### src/rtl/ip_recv_if.sv
// Receive-side byte stream into ip_recv and the parsed payload/header metadata out of it.
// The master side drives the frame bytes; the slave side is the parser.
interface ip_recv_if;
    logic        rx_enable;
    logic [7:0]  data_in;
    logic        active;
    logic [7:0]  data_out;
    logic        hdr_valid;
    logic        hdr_error;
    logic        is_icmp;
    logic        is_udp;
    logic        broadcast;
    logic [31:0] source_ip;
    logic [31:0] destination_ip;
    logic [15:0] length;

    modport master (
        output rx_enable, data_in,
        input  active, data_out, hdr_valid, hdr_error, is_icmp, is_udp, broadcast,
               source_ip, destination_ip, length
    );

    modport slave (
        input  rx_enable, data_in,
        output active, data_out, hdr_valid, hdr_error, is_icmp, is_udp, broadcast,
               source_ip, destination_ip, length
    );
endinterface

### src/rtl/ip_recv.sv
// IPv4 receive parser: validates the header that follows the ethertype and forwards
// only the IP payload of accepted ICMP/UDP datagrams, with registered header metadata.
module ip_recv #(
    parameter bit          ACCEPT_BROADCAST = 1'b1,
    parameter int unsigned MAX_IHL          = 15
) (
    input  logic          clock,
    input  logic          reset,
    input  logic [31:0]   local_ip,
    ip_recv_if.slave      rx
);

    localparam logic [2:0] ST_IDLE    = 3'd0;
    localparam logic [2:0] ST_ETYPE   = 3'd1;
    localparam logic [2:0] ST_HEADER  = 3'd2;
    localparam logic [2:0] ST_PAYLOAD = 3'd3;
    localparam logic [2:0] ST_DISCARD = 3'd4;
    localparam logic [3:0] MAX_IHL_C  = 4'(MAX_IHL);

    // Two end-around-carry folds bring the 20-bit sum into 16 bits; a valid header sums to all ones.
    function automatic logic csum_ok(input logic [19:0] sum);
        logic [16:0] fold1;
        logic [15:0] fold2;
        fold1 = {1'b0, sum[15:0]} + {13'd0, sum[19:16]};
        fold2 = fold1[15:0] + {15'd0, fold1[16]};
        return (fold2 == 16'hFFFF);
    endfunction

    logic [2:0]  state_r;
    logic [5:0]  hcnt_r;
    logic [19:0] csum_r;
    logic [7:0]  hi_r;
    logic [3:0]  ihl_r;
    logic [15:0] tot_len_r;
    logic        frag_bad_r;
    logic [7:0]  proto_r;
    logic [31:0] src_sr_r;
    logic [31:0] dst_sr_r;
    logic [15:0] pcnt_r;
    logic        rx_prev_r;

    logic        active_r;
    logic [7:0]  data_out_r;
    logic        hdr_valid_r;
    logic        hdr_error_r;
    logic        is_icmp_r;
    logic        is_udp_r;
    logic        broadcast_r;
    logic [31:0] source_ip_r;
    logic [31:0] destination_ip_r;
    logic [15:0] length_r;

    logic [15:0] hdr_len_s;
    logic        hdr_last_s;
    logic [19:0] word_sum_s;
    logic [31:0] dst_now_s;
    logic        byte0_ok_s;
    logic        dst_ok_s;
    logic        proto_ok_s;
    logic        hdr_ok_s;

    assign hdr_len_s  = {10'd0, ihl_r, 2'b00};
    assign hdr_last_s = (hcnt_r != 6'd0) && (hcnt_r == ({ihl_r, 2'b00} - 6'd1));
    assign word_sum_s = csum_r + {4'd0, hi_r, rx.data_in};
    // With IHL=5 the last destination byte is also the last header byte, so splice it in live.
    assign dst_now_s  = (hcnt_r == 6'd19) ? {dst_sr_r[23:0], rx.data_in} : dst_sr_r;
    assign byte0_ok_s = (rx.data_in[7:4] == 4'd4) && (rx.data_in[3:0] >= 4'd5) &&
                        (rx.data_in[3:0] <= MAX_IHL_C);
    assign dst_ok_s   = (dst_now_s == local_ip) ||
                        ((ACCEPT_BROADCAST == 1'b1) && (dst_now_s == 32'hFFFF_FFFF));
    assign proto_ok_s = (proto_r == 8'd1) || (proto_r == 8'd17);
    assign hdr_ok_s   = csum_ok(word_sum_s) && !frag_bad_r && proto_ok_s && dst_ok_s &&
                        (tot_len_r >= hdr_len_s);

    // Frame state machine, header capture, checksum accumulation and registered outputs.
    always_ff @(posedge clock) begin
        if (!reset) begin
            state_r          <= ST_IDLE;
            hcnt_r           <= 6'd0;
            csum_r           <= 20'd0;
            hi_r             <= 8'd0;
            ihl_r            <= 4'd0;
            tot_len_r        <= 16'd0;
            frag_bad_r       <= 1'b0;
            proto_r          <= 8'd0;
            src_sr_r         <= 32'd0;
            dst_sr_r         <= 32'd0;
            pcnt_r           <= 16'd0;
            rx_prev_r        <= 1'b1;
            active_r         <= 1'b0;
            data_out_r       <= 8'd0;
            hdr_valid_r      <= 1'b0;
            hdr_error_r      <= 1'b0;
            is_icmp_r        <= 1'b0;
            is_udp_r         <= 1'b0;
            broadcast_r      <= 1'b0;
            source_ip_r      <= 32'd0;
            destination_ip_r <= 32'd0;
            length_r         <= 16'd0;
        end else begin
            rx_prev_r   <= rx.rx_enable;
            active_r    <= 1'b0;
            hdr_valid_r <= 1'b0;
            hdr_error_r <= 1'b0;
            if (!rx.rx_enable) begin
                state_r <= ST_IDLE;
            end else begin
                case (state_r)
                    ST_IDLE: begin
                        // rx_prev_r high means we came out of reset mid-frame: skip the remainder.
                        if (rx_prev_r)                  state_r <= ST_DISCARD;
                        else if (rx.data_in == 8'h08)   state_r <= ST_ETYPE;
                        else                            state_r <= ST_DISCARD;
                    end
                    ST_ETYPE: begin
                        if (rx.data_in == 8'h00) begin
                            state_r    <= ST_HEADER;
                            hcnt_r     <= 6'd0;
                            csum_r     <= 20'd0;
                            frag_bad_r <= 1'b0;
                        end else begin
                            state_r <= ST_DISCARD;
                        end
                    end
                    ST_HEADER: begin
                        hcnt_r <= hcnt_r + 6'd1;
                        if (hcnt_r[0]) csum_r <= word_sum_s;
                        else           hi_r   <= rx.data_in;
                        case (hcnt_r)
                            6'd0:    ihl_r           <= rx.data_in[3:0];
                            6'd2:    tot_len_r[15:8] <= rx.data_in;
                            6'd3:    tot_len_r[7:0]  <= rx.data_in;
                            6'd6:    frag_bad_r      <= |rx.data_in[5:0];
                            6'd7:    frag_bad_r      <= frag_bad_r | (|rx.data_in);
                            6'd9:    proto_r         <= rx.data_in;
                            default: proto_r         <= proto_r;
                        endcase
                        if ((hcnt_r >= 6'd12) && (hcnt_r <= 6'd15))
                            src_sr_r <= {src_sr_r[23:0], rx.data_in};
                        if ((hcnt_r >= 6'd16) && (hcnt_r <= 6'd19))
                            dst_sr_r <= {dst_sr_r[23:0], rx.data_in};
                        if (hcnt_r == 6'd0) begin
                            if (!byte0_ok_s) begin
                                hdr_error_r <= 1'b1;
                                state_r     <= ST_DISCARD;
                            end
                        end else if (hdr_last_s) begin
                            if (hdr_ok_s) begin
                                state_r          <= ST_PAYLOAD;
                                pcnt_r           <= tot_len_r - hdr_len_s;
                                hdr_valid_r      <= 1'b1;
                                length_r         <= tot_len_r - hdr_len_s;
                                source_ip_r      <= src_sr_r;
                                destination_ip_r <= dst_now_s;
                                is_icmp_r        <= (proto_r == 8'd1);
                                is_udp_r         <= (proto_r == 8'd17);
                                broadcast_r      <= (dst_now_s == 32'hFFFF_FFFF);
                            end else begin
                                hdr_error_r <= 1'b1;
                                state_r     <= ST_DISCARD;
                            end
                        end
                    end
                    ST_PAYLOAD: begin
                        if (pcnt_r == 16'd0) begin
                            state_r <= ST_DISCARD;
                        end else begin
                            data_out_r <= rx.data_in;
                            active_r   <= 1'b1;
                            pcnt_r     <= pcnt_r - 16'd1;
                            if (pcnt_r == 16'd1) state_r <= ST_DISCARD;
                        end
                    end
                    ST_DISCARD: state_r <= ST_DISCARD;
                    default:    state_r <= ST_IDLE;
                endcase
            end
        end
    end

    assign rx.active         = active_r;
    assign rx.data_out       = data_out_r;
    assign rx.hdr_valid      = hdr_valid_r;
    assign rx.hdr_error      = hdr_error_r;
    assign rx.is_icmp        = is_icmp_r;
    assign rx.is_udp         = is_udp_r;
    assign rx.broadcast      = broadcast_r;
    assign rx.source_ip      = source_ip_r;
    assign rx.destination_ip = destination_ip_r;
    assign rx.length         = length_r;

endmodule

### src/flat_wrapper.sv
// flat-port wrapper written by rule: the top's interface ports become plain ports
module ip_recv_flat 
#(
    parameter bit          ACCEPT_BROADCAST = 1'b1,
    parameter int unsigned MAX_IHL          = 15
)
  (clock, reset, local_ip, rx_rx_enable, rx_data_in, rx_active, rx_data_out, rx_hdr_valid, rx_hdr_error, rx_is_icmp, rx_is_udp, rx_broadcast, rx_source_ip, rx_destination_ip, rx_length);
  ip_recv_if rx_i ();
  input  logic clock;
  input  logic reset;
  input  logic [31:0] local_ip;
  input wire logic [$bits(rx_i.rx_enable)-1:0] rx_rx_enable;
  input wire logic [$bits(rx_i.data_in)-1:0] rx_data_in;
  output wire logic [$bits(rx_i.active)-1:0] rx_active;
  output wire logic [$bits(rx_i.data_out)-1:0] rx_data_out;
  output wire logic [$bits(rx_i.hdr_valid)-1:0] rx_hdr_valid;
  output wire logic [$bits(rx_i.hdr_error)-1:0] rx_hdr_error;
  output wire logic [$bits(rx_i.is_icmp)-1:0] rx_is_icmp;
  output wire logic [$bits(rx_i.is_udp)-1:0] rx_is_udp;
  output wire logic [$bits(rx_i.broadcast)-1:0] rx_broadcast;
  output wire logic [$bits(rx_i.source_ip)-1:0] rx_source_ip;
  output wire logic [$bits(rx_i.destination_ip)-1:0] rx_destination_ip;
  output wire logic [$bits(rx_i.length)-1:0] rx_length;
  assign rx_i.rx_enable = rx_rx_enable;
  assign rx_i.data_in = rx_data_in;
  assign rx_active = rx_i.active;
  assign rx_data_out = rx_i.data_out;
  assign rx_hdr_valid = rx_i.hdr_valid;
  assign rx_hdr_error = rx_i.hdr_error;
  assign rx_is_icmp = rx_i.is_icmp;
  assign rx_is_udp = rx_i.is_udp;
  assign rx_broadcast = rx_i.broadcast;
  assign rx_source_ip = rx_i.source_ip;
  assign rx_destination_ip = rx_i.destination_ip;
  assign rx_length = rx_i.length;
  ip_recv #(.ACCEPT_BROADCAST(ACCEPT_BROADCAST), .MAX_IHL(MAX_IHL)) u_core (.clock(clock), .reset(reset), .local_ip(local_ip), .rx(rx_i));
endmodule
### config.mk
export PLATFORM = sky130hd
export DESIGN_NAME = ip_recv_flat
export DESIGN_NICKNAME = d
export VERILOG_FILES = /design/src/rtl/ip_recv_if.sv /design/src/rtl/ip_recv.sv /design/src/flat_wrapper.sv
export SDC_FILE = /design/constraint.sdc
export NUM_CORES = 1
export LEC_CHECK = 0
export CELL_PAD_IN_SITES_DETAIL_PLACEMENT = 1
export CELL_PAD_IN_SITES_GLOBAL_PLACEMENT = 1
export CORE_MARGIN = 8
export CORE_UTILIZATION = 48
export DETAILED_ROUTE_END_ITERATION = 6
export DONT_BUFFER_PORTS = 1
export PLACE_DENSITY_LB_ADDON = 0.1
export SYNTH_ARGS = -nofsm -noshare
export SYNTH_HDL_FRONTEND = slang
export SYNTH_SLANG_ARGS = --single-unit
### constraint.sdc
create_clock -name clock -period 8.55 [get_ports clock]
set_clock_uncertainty 0.1 [all_clocks]
set_input_delay 1.71 -clock clock [delete_from_list [all_inputs] [get_ports clock]]
set_output_delay 1.71 -clock clock [all_outputs]
set_load 0.1 [all_outputs]
Word level (Yosys, flattened, before mapping). Cells that the tools add are included.

Reductions and logical operators: 39. Add/subtract/negate cells: 7. Bitwise gates (word level): 8. Muxes and demuxes: 30. $mul: 0. Divide/modulo/power cells: 0. Equal/unequal tests: 29. Order comparisons: 7. Shift-type cells: 0.

Operators with widths (number): $mux 16 (4); $mux 20 (2); $pmux 20 s2 (1); $reduce_and 3->1 (12); $eq 32x32->1 (1); $eq 32x32->1 const B (1); $mux 32 (1); $pmux 16 s2 (1); $mux 3 (9); $add 20x16->20 (1); $add 16x4->17 (1); $add 16x1->16 (1); $eq 16x1->1 const B (1); $eq 16x16->1 const B (1); $ge 16x6->1 (1); $logic_not 16->1 (1); $sub 16x1->16 const B (1); $sub 16x6->16 (1); $pmux 3 s5 (1); $eq 6x2->1 const B (2); $eq 6x3->1 const B (2); $pmux 6 s2 (1); $logic_and 1x1->1 (9); $eq 8x1->1 const B (1); other kinds (40) (63).

Memories kept: 0. RAM bits: 0. Flip-flop bits (word level): 241. Output and inout port bits: 94. Bits in latches: 0. Word-level logic and storage cells: 143. ROM bits: 0.

Logic depth before layout (Yosys ltp).
Depth in word-level cells: 12. Mapped depth: 34. Mapped depth without buffers: 32.

Worst setup path before layout. No wires, ideal clock.

Path type: in2reg. Start: input rx_data_in[1]. End: register u_core.destination_ip_r[12] (netlist: u_core.rx.destination_ip[12]). Arrival time: 7540 ps. Setup time: 132 ps. Cell stages on the path: 33. Required time: 8318 ps. Slack: 778 ps. Cells stage by stage: clkbuf_1 > inv_1 > fa_1 > nor2b_2 > o2111ai_1 > a21o_1 > a21oi_1 > nor2_1 > nor2_1 > o21ai_0 > nand2b_1 > a21oi_1 > xnor2_1 > ha_1 > fa_1 > a21oi_1 > a21oi_1 > nand2_1 > nand2_1 > and4b_1 > ha_1 > ha_1 > and2_0 > and2_1 > a21o_1 > o2bb2ai_1 > o211ai_2 > a2111oi_4 > o2111ai_2 > buf_2 > clkbuf_1 > nand2_1 > a21oi_1.

Word-level cells in the longest chain between the ends: 9. Elaborated cells on any way between the ends: 13. Classes of those cells: add/sub (3); eq/ne (3); mux (1); reduce/logical (6).

Ends and longest elaborated chain: from (decl) (line flat_wrapper.sv:13) `input wire logic [$bits(rx_i.data_in)-1:0] rx_data_in;`; $add 20x16->20 (line ip_recv.sv:64) `assign word_sum_s = csum_r + {4'd0, hi_r, rx.data_in};`; $add 16x4->17 (line ip_recv.sv:24) `fold1 = {1'b0, sum[15:0]} + {13'd0, sum[19:16]};`; $add 16x1->16 (line ip_recv.sv:25) `fold2 = fold1[15:0] + {15'd0, fold1[16]};`; $eq 16x16->1 (line ip_recv.sv:26) `return (fold2 == 16'hFFFF);`; $logic_and 1x1->1 (2 in series) (line ip_recv.sv:72) `assign hdr_ok_s = csum_ok(word_sum_s) && !frag_bad_r && proto_ok_s && dst_ok_s &&`; $logic_and 1x1->1 * (2 in series) (line ip_recv.sv:72); $reduce_and 5->1 (no line) *; to (signal assigned) (line ip_recv.sv:154) `destination_ip_r <= dst_now_s;`; to (decl) (line ip_recv.sv:50) `logic [31:0] destination_ip_r;`.

Every way passes the cells marked *; elsewhere a longest branch is shown, timed or not. A chain may end at the register's enable or synchronous reset.

Final worst setup path.
Start: input rx_data_in[7]. End: register u_core.pcnt_r[0].

Word-level cells in the longest chain between the ends: 10. Elaborated cells on any way between the ends: 14. Classes of those cells: add/sub (3); eq/ne (4); mux (1); reduce/logical (6).

Ends and longest elaborated chain: $add 20x16->20 (line ip_recv.sv:64); $add 16x4->17 (line ip_recv.sv:24); $add 16x1->16 (line ip_recv.sv:25); $eq 16x16->1 (line ip_recv.sv:26); $logic_and 1x1->1 (2 in series) (line ip_recv.sv:72); $logic_and 1x1->1 * (2 in series) (line ip_recv.sv:72); $ne 2x1->1 (no line) *; $reduce_and 6->1 (no line) *; to (signal assigned) (line ip_recv.sv:150) `pcnt_r <= tot_len_r - hdr_len_s;`; to (signal assigned) (line ip_recv.sv:170) `pcnt_r <= pcnt_r - 16'd1;`; to (decl) (line ip_recv.sv:39) `logic [15:0] pcnt_r;`.

Marks and branches as above.

==> out/results.txt <==
DR DRC count -> 0
Final setup viols -> 0
mux cell area share after synthesis -> 8.766%
DR WL/cell -> 22.43 µm
Arr. time, crit path -> 8220 ps
Mean Syn Cell Area -> 8.007 µm²
synthesized area -> 12930 µm²
GPL Wtd Cong -> 0.9402
Static Leak -> 5.688 nW
number of warnings issued by yosys -> 0
Max Slew Vio Count -> 0
Core ar. -> 26730 µm²
Final Util -> 52.30%
adder-cell share of the synthesized area -> 3.561%
Num CTS Buffers -> 28
CP max stage cell -> or4_1
final instance area -> 13980 µm²
asr flop ratio synth -> 0%
placed inst area -> 13070 µm²
critical path's largest stage delay -> 570 ps
Max-Cap Viols -> 0
Post-Syn Instances -> 1615
first-pass GRT wire length -> 68.44 mm
clock sinks -> 241
Simple-Gate Fraction of Synth Area -> 22.63%
overall routing resource usage -> 25.77%
Post-Synth XOR/XNOR Area -> 5.099%
Fin Setup TNS -> 0 ps
Max clock buf depth -> 3
CTS tree -> done
Crit path max-delay family -> compound AO/OA/AOI/OAI gates
EDFF count, synth -> 0
# rows -> 60
Reg area -> 4825 µm²
layout cells sized above 1 -> 5.845%
largest net degree at the start of global routing -> 103
fillers -> 3210
Seq/Total Area, Yosys -> 37.31%
met2 Use GR -> 44.58%
register bit total from synthesis -> 241
fin crit share -> 91.94%
largest family of logic cells by synthesized area -> simple AND/OR/NAND/NOR gates
H-tree Lvls -> 1
hpwl dp -> 30.71 mm
Post-Route WL -> 42.96 mm
met3 GRT Util -> 3.972%
power consumption -> 2.351 mW
GR Overflow Total -> 0
CP max FO -> 88
Final Hold Violating Endpoints -> 0
area delta synth->final -> 8.089%
met1 Use GR -> 33.41%
die width -> 180.1 µm
Initial Utilization -> 48.38%
Mapped Nets -> 1693
unrepaired setup endpoints after global routing -> false
relative slew slack -> 29.86%
Post-CTS Resized -> 0
Buf+Inv Stages, Crit Path -> 1
die height -> 180.1 µm
Final min period -> 7861 ps
CP most frequent cell -> a21oi_1
nets -> 1633
Most Crowded Layer GR -> met2
I/O Buffers -> 0
num ports -> 137
Power Density -> 168.2 nW/µm²
iteration count of the initial detailed-routing pass -> 7
root buf cell -> clkbuf_16
status -> completed
antenna violations before repair -> 0
Max Clk Rate -> 127.2 MHz
Worst setup SP type -> input pin
# hold bufs at CTS -> 0
worst slew pin tran -> 1051 ps
Detail Route Antenna Nets -> 0
kind of critical path -> in2reg
worst hold margin -> 354.2 ps
ANT cells -> 0
vias per cell -> 6.087
CP required -> 8910 ps
First DRT Iteration DRCs -> 794
Netlist cell types -> 87
total die area -> 32450 µm²
vias in the first global route -> 11830
Vias -> 11660
# Post-CTS Setup Buffers -> 0
Reg clk slew, reported paths -> 60 ps
clock latency on the worst-skew pair -> 550 ps
post-synthesis compound-gate area fraction -> 17.68%
Multi-input gate area -> 7496 µm²
Hold WC Path Type -> reg2reg
worst-case vdd ir drop -> 0.1410 mV
ys flop type -> dfxtp_1
Setup crit end kind -> flip-flop
## area by class of cell
| class | instances | share of cell area [%] |
|---|---|---|
| clock buffer | 39 | 5.819 |
| sequential | 241 | 34.52 |
| clock inverter | 10 | 0.6535 |
| multi-input combinational | 1219 | 53.63 |
| tap | 341 | 3.053 |
| timing repair buffer | 17 | 1.003 |
| inverter | 48 | 1.325 |
## worst paths after layout
path	from	slack, ps	depth (start not counted)	endpoint
setup / recovery	rx_data_in[7]	690	30	u_core.pcnt_r[0]
hold / removal	u_core.src_sr_r[31]	350	2	u_core.src_sr_r[31]
setup reg to reg	u_core.hi_r[1]	1310	30	u_core.pcnt_r[0]
hold reg to reg	u_core.src_sr_r[31]	350	2	u_core.src_sr_r[31]
## layout by cell type (no fill, tap or decap), drive strengths merged, types with 12 or more instances in the layout
cell type	Yosys	final
or2	24	24
nor4	19	19
a31oi	12	12
o211ai	16	16
o21ai	66	66
xnor2	40	40
and2	13	13
a21o	13	13
inv	48	48
nor3	28	28
nand3	42	42
clkbuf	90	39
nand4	29	29
xor2	31	31
mux2i	102	102
o22ai	12	12
dfxtp	241	241
ha	32	32
nand2	282	282
nor2	152	152
buf	17	17
a21oi	141	141
## routing by layer
| metal | vias up | routed length [µm] |
|---|---|---|
| met4 | 0 | 733 |
| met5 | - | 0 |
| met3 | 58 | 2269 |
| met1 | 5774 | 19180 |
| met2 | 270 | 20780 |
| li1 | 5554 | - |
## report_power, final
part | switching [mW] | internal [mW]
sequential | 0.000466 | 1.12
combinational | 0.0396 | 0.0177
clock | 0.479 | 0.691
total | 0.519 | 1.83
## sequential cells by signal, indices dropped and copies added, names as in the netlist
name,count
u_core.dst_sr_r,32
u_core.rx.destination_ip,32
u_core.rx.source_ip,32
u_core.src_sr_r,32
u_core.csum_r,20
u_core.pcnt_r,16
u_core.rx.length,16
u_core.tot_len_r,16
u_core.hi_r,8
u_core.proto_r,8
u_core.rx.data_out,8
u_core.hcnt_r,6
u_core.ihl_r,4
u_core.state_r,3
u_core.frag_bad_r,1
u_core.rx.active,1
u_core.rx.broadcast,1
u_core.rx.hdr_error,1
u_core.rx.hdr_valid,1
u_core.rx.is_icmp,1
u_core.rx.is_udp,1
u_core.rx_prev_r,1
## worst register-to-register path, delay by kind of cell, from the launching register on
kind                       cells  cell delay, ps
AOI/OAI and AO/OA             13            2870
DFF                            1             310
buffers and inverters          1             260
xor gates and xnor gates       1             170
adders and majority gates      4            1120
and+or+nand+nor               11            2340
## stage by stage
step | cells | setup slack, ps
final | 1915 | 689.3
after global routing | 1915 | 143.9
after CTS | 1915 | 665.6
after detailed placement | 1866 | 109.5
after global placement | 1866 | 283.9
after floorplan | 1615 | 777.8
## kinds of logic after synthesis
kind of cell / after synthesis
muxes: 112
and+or+nand+nor: 646
AOI/OAI and AO/OA: 354
adders and majority gates: 35
xor gates and xnor gates: 72
buffers and inverters: 155
DFF: 241
## synthesized netlist by cell type, types with 11 or more instances
master    count  area share (%)
dfxtp_1     241              37
and2_1       12            0.58
xor2_1       29             2.0
xnor2_1      40             2.7
a31oi_1      12            0.58
o21ai_0      66             2.6
o31ai_1      11            0.64
inv_1        47             1.4
nor4_1       19            0.92
o22ai_1      12            0.58
nand2_1     282             8.2
o211ai_1     15            0.87
a21o_1       13            0.75
ha_1         32             3.1
nand3_1      42             1.6
a21oi_1     140             5.4
nor3_1       28             1.1
nor2_1      151             4.4
nand4_1      28             1.4
clkbuf_1     90             2.6
or2_0        16            0.77
mux2i_1     102             7.9
(Power assumes the default switching activity.)
